`src/rtl/controle_display.sv`:
```
// Sequential binary-to-BCD converter (double dabble, one bit per clock) driving 7-segment decoders.
// Optional leading-zero blanking is enabled by defining SUPRIME_ZEROS_EN.
module controle_display #(
    parameter int unsigned LARGURA = 16,
    parameter int unsigned DIGITOS = 5
) (
    input  logic                   clock,
    input  logic                   reset,
    input  logic                   inicio,
    input  logic [LARGURA-1:0]     valor,
    output logic                   ocupado,
    output logic                   pronto,
    output logic                   estouro,
    output logic [4*DIGITOS-1:0]   bcd_saida
);

    localparam int unsigned BW = 4 * DIGITOS;
    localparam int unsigned CW = $clog2(LARGURA + 1);

`ifdef SUPRIME_ZEROS_EN
    localparam logic [BW-1:0] BCD_RESET = {BW{1'b1}} << 4;
`else
    localparam logic [BW-1:0] BCD_RESET = '0;
`endif

    typedef enum logic [1:0] {StOcioso, StConverte, StFim} estado_t;

    estado_t            estado_q;
    logic [LARGURA-1:0] desloc_q;
    logic [BW-1:0]      rasc_q;
    logic [BW-1:0]      rasc_aj;
    logic [BW-1:0]      bcd_final;
    logic [CW-1:0]      cont_q;
    logic               ovf_q;

    assign ocupado = (estado_q != StOcioso);

    // Add-3 per digit, independent nibbles, applied before every shift.
    always_comb begin
        rasc_aj = rasc_q;
        for (int k = 0; k < int'(DIGITOS); k++) begin
            if (rasc_q[4*k +: 4] >= 4'd5) begin
                rasc_aj[4*k +: 4] = rasc_q[4*k +: 4] + 4'd3;
            end
        end
    end

`ifdef SUPRIME_ZEROS_EN
    logic lider;

    // Blank every digit above the most significant nonzero one; digit 0 always shows.
    always_comb begin
        bcd_final = rasc_q;
        lider     = 1'b1;
        for (int k = int'(DIGITOS) - 1; k >= 1; k--) begin
            if (lider && (rasc_q[4*k +: 4] == 4'd0)) begin
                bcd_final[4*k +: 4] = 4'hF;
            end else begin
                lider = 1'b0;
            end
        end
    end
`else
    always_comb begin
        bcd_final = rasc_q;
    end
`endif

    always_ff @(posedge clock) begin
        if (reset) begin
            estado_q  <= StOcioso;
            pronto    <= 1'b0;
            estouro   <= 1'b0;
            bcd_saida <= BCD_RESET;
            desloc_q  <= '0;
            rasc_q    <= '0;
            cont_q    <= '0;
            ovf_q     <= 1'b0;
        end else begin
            pronto <= 1'b0;
            unique case (estado_q)
                StOcioso: begin
                    if (inicio) begin
                        desloc_q <= valor;
                        rasc_q   <= '0;
                        cont_q   <= CW'(LARGURA);
                        ovf_q    <= 1'b0;
                        estado_q <= StConverte;
                    end
                end
                StConverte: begin
                    {rasc_q, desloc_q} <= {rasc_aj[BW-2:0], desloc_q, 1'b0};
                    if (rasc_aj[BW-1]) begin
                        ovf_q <= 1'b1;
                    end
                    cont_q <= cont_q - CW'(1);
                    if (cont_q == CW'(1)) begin
                        estado_q <= StFim;
                    end
                end
                StFim: begin
                    bcd_saida <= ovf_q ? '1 : bcd_final;
                    estouro   <= ovf_q;
                    pronto    <= 1'b1;
                    estado_q  <= StOcioso;
                end
                default: estado_q <= StOcioso;
            endcase
        end
    end

endmodule

```
`config.mk`:
```
export PLATFORM = sky130hd
export DESIGN_NAME = controle_display
export DESIGN_NICKNAME = d
export VERILOG_FILES = /design/src/rtl/controle_display.sv
export SDC_FILE = /design/constraint.sdc
export NUM_CORES = 1
export LEC_CHECK = 0
export CORE_UTILIZATION = 59
export CTS_CLUSTER_SIZE = 25
export DETAILED_ROUTE_END_ITERATION = 8
export PLACE_DENSITY = 0.9
export SYNTH_ARGS = -nofsm -noshare
export SYNTH_HDL_FRONTEND = slang
export SYNTH_SLANG_ARGS = --single-unit
export TNS_END_PERCENT = 20
```
`constraint.sdc`:
```
create_clock -name clock -period 4.3 [get_ports clock]
set_input_delay 0.645 -clock clock [delete_from_list [all_inputs] [get_ports clock]]
set_output_delay 0.645 -clock clock [all_outputs]
set_load 0.01 [all_outputs]
```
==> impl_metrics.json, run 1 <==
{
  "grt_first_pass_wirelength_um": 10800,
  "floorplan.die.width_um": 74.2,
  "clkTransAtPathRegs_ns": 0.07,
  "global_routing_usage_summed_across_all_routing_layers_pct": 25.7,
  "grt_start_max_net_pins": 33,
  "ctsRootBufferMaster": "clkbuf_8",
  "max_buffers_root_to_sink": 2,
  "die_area_um2": 5510,
  "slew_headroom_pct": 36.3,
  "via_count": 2605,
  "drcViolationCount": 0,
  "crit_type": "flip-flop to output port",
  "std_cell_rows": 25,
  "clock_tree_from_tritoncts": "yes",
  "timing.setup.tns_ns": 0,
  "worstHoldPathType": "flip-flop to flip-flop",
  "post_detailed_route_wirelength_per_cell_um": 14.0,
  "cts.repair_timing.setup_buffer_count": 0,
  "port_buffers": 41,
  "synth_largest_area_cell": "dfxtp_1",
  "power.leakage_nw": 1.45,
  "timing.rr.start": "estado_q[0]",
  "top_level_i_o_count": 42,
  "final_period_minus_worst_setup_slack_ns": 2.69,
  "crit_path_max_fanout": 20,
  "post-route-period-util_pct": 62.5,
  "synth_sequential_area_ratio_pct": 42.9,
  "fmaxAchievable_mhz": 372,
  "antenna_violations_before_repair": 0,
  "route.final.wire_length_um": 6490,
  "yosysUniqueCellTypes": 37,
  "cts.hold.buffers_added": 0,
  "drive_gt1_share_pct": 9.07,
  "max_cap_violations": 0,
  "timing.final.max_slew_violations": 0,
  "hold_viol": 0,
  "fin_util_pct": 75.0,
  "detail_route.iter0.violations": 140,
  "post_cts_sizing": 0,
  "via_per_inst": 5.61,
  "place_hpwl_um": 4160,
  "number_of_antenna_diodes": 0,
  "core_um2": 4880,
  "dr.pass1.iters": 4,
  "routabilityCongestion": 0.863,
  "clock-skew-final_ns": 0.00752,
  "syn-num-nets": 393,
  "antenna_left": 0,
  "yosysWarningCount": 0,
  "finalNetCount": 423,
  "r2r_slack_ns": 2.15,
  "power_per_standard_cell_area_nw_per_um2": 378,
  "clkLatencyLatePin_ns": 0.35,
  "fill_cells": 358,
  "tightestPinTransition_ns": 0.952,
  "crit_start": "estado_q[0]",
  "cts_made_buffers": 9,
  "ir_drop_mv": 0.342,
  "critical_path_required_ns": 3.65,
  "critPathArrivalTime_ns": 2.04,
  "startpoint_type": "flip-flop",
  "synth.avg_cell_area_um2": 8.50,
  "cp-end-kind": "output port",
  "syn-cell-area_um2": 3080,
  "synth_cells": 362,
  "run_status": "finished clean",
  "initial_standard_cell_utilization_of_the_core_pct": 63.1,
  "synth-seq-cells": 66,
  "die_y_um": 74.2,
  "min_from": "estouro",
  "grt_setup_unrepaired": "no",
  "netlist_top_cells_area": "dfxtp_1 (43%), nor2_1 (8.3%), nor3_1 (7.5%)",
  "synth_largest_type_area_fraction_pct": 42.9,
  "clkSinkCount": 66,
  "overflow": 0,
  "setup_violations": 0,
  "syn_to_final_growth_pct": 18.9,
  "h_tree_levels": 3,
  "via_count_of_the_first_global_routing_pass": 2395
}
routing by layer:
metal,vias up,wire (um),global-route usage (%),part of all wire [%]
met5,-,0,0,0
met4,0,144,11.3,2.2
met3,16,332,7.05,5.1
met2,67,2920,41.5,45
met1,1208,3100,32.4,48
li1,1314,-,-,-
path summary, 6_finish.rpt:
check                                     to  depth (start not counted)
worst max-delay path                 ocupado                          3
worst min-delay path                 estouro                          2
worst max register to register  bcd_final[7]                          5
worst min register to register       estouro                          2
stage by stage:
step | power (W) | cells | instance area (um2) | hold slack, ns | worst slack (ns)
global route | 0.00143 | 464 | 3660 | 0.516 | 1.52
finish | 0.00138 | 464 | 3660 | 0.473 | 1.61
CTS | 0.00139 | 464 | 3660 | 0.475 | 1.61
floorplan | 0.000821 | 362 | 3080 | 0.450 | 2.67
global placement | 0.000861 | 448 | 3460 | 0.453 | 1.44
detailed placement | 0.000868 | 448 | 3460 | 0.456 | 1.39
cell usage in the layout, fill, tap and decap left out, types with 3 or more instances in the layout:
cell type / instances
a21oi_1: 31
a22o_1: 5
a22oi_1: 3
a32o_1: 5
buf_4: 5
clkbuf_8: 10
clkdlybuf4s50_1: 41
dfxtp_1: 66
ha_1: 12
inv_1: 22
mux2i_1: 5
nand2_1: 3
nand2b_1: 7
nor2_1: 68
nor2b_1: 6
nor3_1: 46
o21ai_0: 5
o221a_2: 9
o22ai_1: 8
o31ai_1: 5
xnor2_1: 6
xor2_1: 5
final cells by class:
class,count,area [um2],share of cell area (%)
clock buffer,12,145,3.96
clock inverter,4,51.3,1.40
multi-input combinational,247,1530,41.8
sequential,66,1320,36.1
inverter,22,82.6,2.26
timing repair buffer,46,448,12.2
tap,67,83.8,2.29
flip-flops by register name (all words and copies together), names as in the netlist:
register and count:
bcd_final 20, bcd_saida 20, cont_q 5, desloc_q 16, estado_q 2, estouro 1
ovf_q 1, pronto 1
synth_stat cells (all sizes together):
library cell / n
a32o: 5
xor2: 5
and2: 1
buf: 19
or2: 2
mux2: 2
o31ai: 5
nor3: 46
a22o: 5
o211a: 1
inv: 22
o22ai: 8
a21oi: 31
dfxtp: 66
nand2: 3
o32ai: 4
mux2i: 5
nand3: 1
nor4: 1
or3b: 1
o21ai: 5
nor2b: 6
xnor2: 6
o21ba: 1
nor4b: 1
ha: 12
nand2b: 8
nor2: 68
o21bai: 2
a22oi: 3
o221a: 9
clkbuf: 8
cell families after synthesis:
| kind of cell | count (synthesis) | synth area share (%) |
|---|---|---|
| adders and majority gates | 12 | 4.88 |
| muxes | 7 | 2.36 |
| buffers and inverters | 49 | 7.40 |
| AOI/OAI and AO/OA | 79 | 18.5 |
| and+or+nand+nor | 138 | 20.8 |
| DFF | 66 | 42.9 |
| xor gates and xnor gates | 11 | 3.13 |
report_power, final:
part	internal, W	switching (W)	leakage [nW]
registers	0.000645	0.0000290	0.537
clock network	0.000284	0.000240	0.0966
logic	0.0000884	0.0000968	0.815
total	0.00102	0.000366	1.45
worst max-delay path, stage by stage, from the launching register on:
cell	delay, ns
dfxtp_1	0.71
buf_4	0.30
or2_2	0.15
clkdlybuf4s50_1	0.54
No activity file was read; power rests on OpenSTA's default activity.
==> run 2, diff against run 1 <==
Settings changed: CORE_UTILIZATION 59 to 54, PLACE_DENSITY 0.9 to 0.84.
Clock period 4.3 ns to 2.7 ns, I/O delays scaled along.
==> run 2 against run 1 <==
Global-route usage is 3.3 points lower. Non-clock buffer count is 3 higher. Critical path depth stayed put. Critical path type unchanged. Final cell count is 1.1% higher. Die area is 9.0% higher. Sequential power is 59% higher. Sequential cell count stayed put.
==> impl_metrics.json, run 2 (synthesis results as in run 1) <==
{
  "cts_made_buffers": 9,
  "max_buffers_root_to_sink": 2,
  "initial_standard_cell_utilization_of_the_core_pct": 55.9,
  "via_count": 2562,
  "clkSinkCount": 66,
  "place_hpwl_um": 4250,
  "startpoint_type": "flip-flop",
  "layout_commonest_cell": "nor2_1",
  "crit_path_max_fanout": 15,
  "ctsRootBufferMaster": "clkbuf_8",
  "h_tree_levels": 3,
  "slew_headroom_pct": 50.0,
  "setup_violations": 0,
  "clock-skew-final_ns": 0.00429,
  "global_routing_usage_summed_across_all_routing_layers_pct": 22.5,
  "final_period_minus_worst_setup_slack_ns": 2.01,
  "drcViolationCount": 0,
  "clkTransAtPathRegs_ns": 0.06,
  "die_y_um": 77.5,
  "instance_area_at_placement_um2": 3490,
  "grt_setup_unrepaired": "no",
  "wl_met2_um": 3140,
  "cp-end-kind": "output port",
  "number_of_antenna_diodes": 0,
  "hold_viol": 0,
  "post_detailed_route_wirelength_per_cell_um": 13.3,
  "uppermost_metal_layer_occupied_by_signal_nets": "met4",
  "detail_route.iter0.violations": 94,
  "top_level_i_o_count": 42,
  "via_per_inst": 5.46,
  "finalNetCount": 426,
  "grt_start_max_net_pins": 47,
  "syn_to_final_growth_pct": 18.7,
  "run_status": "finished clean",
  "power_per_standard_cell_area_nw_per_um2": 567,
  "crit_type": "flip-flop to output port",
  "critical_path_required_ns": 2.30,
  "timing.rr.start": "estado_q[0]",
  "clock_tree_from_tritoncts": "yes",
  "most-common-layout-cells": "nor2_1 (68), dfxtp_1 (66), nor3_1 (46)",
  "final_area_um2": 3650,
  "wl_met1_um": 2800,
  "die_area_um2": 6010,
  "r2r_slack_ns": 0.88,
  "power.leakage_nw": 1.45,
  "length_in_cells_of_the_worst_reg_to_reg_path": 4,
  "antenna_violations_before_repair": 0,
  "clkLatencyLatePin_ns": 0.34,
  "worstHoldEndpoint": "estouro",
  "worstHoldPathType": "flip-flop to flip-flop",
  "post-route-period-util_pct": 74.6,
  "ir_drop_mv": 0.373,
  "cts.repair_timing.setup_buffer_count": 0,
  "post_cts_sizing": 0,
  "min_from": "estouro",
  "routabilityCongestion": 0.792,
  "via_count_of_the_first_global_routing_pass": 2435,
  "max_cap_violations": 0,
  "overflow": 0,
  "std_cell_rows": 27,
  "timing.final.max_slew_violations": 0,
  "core_um2": 5510,
  "fmaxAchievable_mhz": 497,
  "tightestPinTransition_ns": 0.748,
  "drive_gt1_share_pct": 9.07,
  "dr.pass1.iters": 4,
  "route.final.wire_length_um": 6260,
  "port_buffers": 41,
  "timing.setup.tns_ns": 0,
  "min_path_cells": 2,
  "wl_met3_um": 193,
  "critPathArrivalTime_ns": 1.61,
  "floorplan.die.width_um": 77.5,
  "reg2reg_to": "bcd_final[7]",
  "grt_first_pass_wirelength_um": 10700,
  "cts.hold.buffers_added": 0,
  "antenna_left": 0
}
## run 2: area by class of cell
type / instances / area (um2)
clock buffers: 13 / 159
fillers: 468 / 1850
inverters: 22 / 82.6
multi-input cells: 247 / 1530
flip-flops and latches: 66 / 1320
well taps: 72 / 90.1
repair buffers: 49 / 470
## run 2: report_power, final
| group | leakage, nW | internal, W | switching (W) |
|---|---|---|---|
| clock network | 0.0815 | 0.000369 | 0.000335 |
| registers | 0.537 | 0.00103 | 0.0000418 |
| logic | 0.830 | 0.000143 | 0.000156 |
## run 2: worst max path at each step
stage / from / to / slack, ns / cells after the start
floorplan: bcd_final[9] / bcd_final[10] / 1.31 / 6
global placement: inicio / bcd_final[7] / 0.63 / 5
detailed placement: inicio / bcd_final[7] / 0.61 / 5
CTS: estado_q[1] / ocupado / 0.68 / 3
global route: estado_q[0] / ocupado / 0.63 / 2
finish: estado_q[1] / ocupado / 0.69 / 3
## run 2: per-stage QoR
stage	setup WS (ns)	hold slack, ns	instances	total power, W	util, %
after floorplan	1.31	0.450	362	0.00131	-
after global placement	0.630	0.446	456	0.00138	63.4
after detailed placement	0.612	0.454	456	0.00139	63.4
after CTS	0.683	0.463	469	0.00209	66.3
after global routing	0.626	0.481	469	0.00218	66.3
final	0.686	0.461	469	0.00207	66.3
## run 2: routing by layer
layer / track usage (%) / vias to the layer above
met4: 8.49 / 0
met1: 25.9 / 1189
met5: 0 / -
met2: 39.7 / 39
met3: 5.65 / 10
li1: - / 1324
## run 2: critical path, stage by stage (launching register included)
cell and delay (ns):
dfxtp_1 0.31, buf_4 0.18, or2_2 0.30, clkdlybuf4s50_1 0.48
==> run 3, diff against run 2 <==
Clock period 2.7 ns to 1.9 ns, I/O delays scaled along.
==> run 3 against run 2 <==
Die area unchanged. Combinational power up 46%. Wire length up 3.6%. Critical endpoint unchanged. Via count up 2.8%. Non-clock buffer count up 5. First-iteration DRC count up 77%. Register-to-register slack worse by 0.59 ns. Clock-buffer cell count up 1. Worst hold slack worse by 0.0013 ns. Highest routed layer unchanged.
==> impl_metrics.json, run 3 (synthesis results as in run 1) <==
{
  "route.final.wire_length_um": 6480,
  "floorplan.die.width_um": 77.5,
  "finalNetCount": 431,
  "setup_violations": 0,
  "startpoint_type": "flip-flop",
  "fmaxAchievable_mhz": 554,
  "via_count": 2633,
  "multi_input_gate_area_um2": 1530,
  "critPathMaxStageDelay_ns": 0.49,
  "power_per_standard_cell_area_nw_per_um2": 820,
  "drcViolationCount": 0,
  "fill_cells": 449,
  "clkTransAtPathRegs_ns": 0.07,
  "cp-end-kind": "output port",
  "via_count_of_the_first_global_routing_pass": 2569,
  "switching_share_pct": 26.1,
  "max_buffers_root_to_sink": 2,
  "clkLatencyLatePin_ns": 0.35,
  "post-route-period-util_pct": 95.1,
  "power_frac_comb_pct": 14.4,
  "routabilityCongestion": 0.773,
  "initial_standard_cell_utilization_of_the_core_pct": 55.9,
  "design_power_total_w": 0.00305,
  "run_status": "finished clean",
  "syn_to_final_growth_pct": 20.7,
  "place_hpwl_um": 4390,
  "timing.final.ws_setup_ns": 0.0940,
  "cts_made_buffers": 9,
  "critPathSlowestCell": "clkdlybuf4s50_1",
  "number_of_antenna_diodes": 0,
  "layout_commonest_cell": "nor2_1",
  "critPathArrivalTime_ns": 1.52,
  "drive_gt1_share_pct": 11.1,
  "top_level_i_o_count": 42,
  "cts.hold.buffers_added": 0,
  "core_um2": 5510,
  "p_int_w": 0.00225,
  "overflow": 0,
  "antenna_violations_before_repair": 0,
  "cts.repair_timing.setup_buffer_count": 0,
  "p_sw_w": 0.000795,
  "via_per_inst": 5.52,
  "timing.setup.tns_ns": 0,
  "power.leakage_nw": 1.49,
  "worstHoldPathType": "flip-flop to flip-flop",
  "clkSinkCount": 66,
  "clkPwrFrac_pct": 35.8,
  "final_period_minus_worst_setup_slack_ns": 1.81,
  "die_area_um2": 6010,
  "dr.pass1.iters": 4,
  "port_buffers": 41,
  "antenna_left": 0,
  "crit_type": "flip-flop to output port",
  "critical_path_required_ns": 1.62,
  "most-common-layout-cells": "nor2_1 (68), dfxtp_1 (65), nor3_1 (46)",
  "crit_path_cell_trace": "or2_2, clkdlybuf4s50_1",
  "hold_viol": 0,
  "std_cell_rows": 27,
  "pre_cts_ws_ns": 0.0508,
  "grt_first_pass_wirelength_um": 11100,
  "post_detailed_route_wirelength_per_cell_um": 13.6,
  "grt_start_max_net_pins": 26,
  "sequential_cell_area_um2": 1320,
  "timing.final.max_slew_violations": 0,
  "global_routing_usage_summed_across_all_routing_layers_pct": 23.4,
  "slew_headroom_pct": 53.8,
  "die_y_um": 77.5,
  "h_tree_levels": 3,
  "ir_drop_mv": 0.440,
  "clock_tree_from_tritoncts": "yes",
  "tightestPinTransition_ns": 0.691,
  "crit_path_max_fanout": 8,
  "detail_route.iter0.violations": 166,
  "grt_setup_unrepaired": "no",
  "clock-skew-final_ns": 0.00895,
  "seq_power_share_pct": 49.9,
  "fin_util_pct": 67.5,
  "ctsRootBufferMaster": "clkbuf_8",
  "max_cap_violations": 0
}
run 3: worst max-delay path, delay by kind of cell (launching register included):
| family | cells | cell delay (ns) |
|---|---|---|
| buffers and inverters | 1 | 0.49 |
| and+or+nand+nor | 1 | 0.32 |
| DFF | 1 | 0.37 |
run 3: final timing paths:
check	startpoint	end	slack, ns	cells past startpoint
worst min register to register	estouro	estouro	0.46	2
worst max register to register	bcd_final[17]	bcd_final[18]	0.29	6
worst min-delay path	estouro	estouro	0.46	2
worst max-delay path	estado_q[0]	ocupado	0.09	2
run 3: per-layer routing:
layer / global-route usage (%) / routed length (um) / up-vias
met5: 0 / 0 / -
met4: 12.8 / 159 / 0
met3: 5.18 / 219 / 13
met2: 39.6 / 3110 / 49
met1: 27.2 / 2990 / 1240
li1: - / - / 1331
run 3: per-stage QoR:
step / instances / hold slack [ns] / instance area, um2
final: 477 / 0.460 / 3710
after global routing: 477 / 0.510 / 3710
after CTS: 477 / 0.463 / 3710
after detailed placement: 461 / 0.454 / 3530
after floorplan: 362 / 0.433 / 3080
after global placement: 461 / 0.444 / 3530
run 3: power groups by stage:
stage | Clock, W | Combinational [W] | Sequential [W]
2_1_floorplan | 0 | 0.000326 | 0.00153
3_3_place_gp | 0 | 0.000423 | 0.00154
6_report | 0.00109 | 0.000437 | 0.00152
5_1_grt | 0.00118 | 0.000492 | 0.00153
3_5_place_dp | 0 | 0.000434 | 0.00155
4_1_cts | 0.00112 | 0.000439 | 0.00152
run 3: layout make-up:
cell class	instances	area share, %
timing repair buffer	54	13.7
multi-input combinational	247	41.2
clock buffer	14	4.65
sequential	66	35.6
tap	72	2.43
clock inverter	2	0.269
inverter	22	2.22
run 3: what timing repair did:
action | 4_1_cts | 5_1_grt
resized for setup | 0 | 1
hold endpoints to repair | 0 | 0
endpoints found under the setup margin | 0 | 1
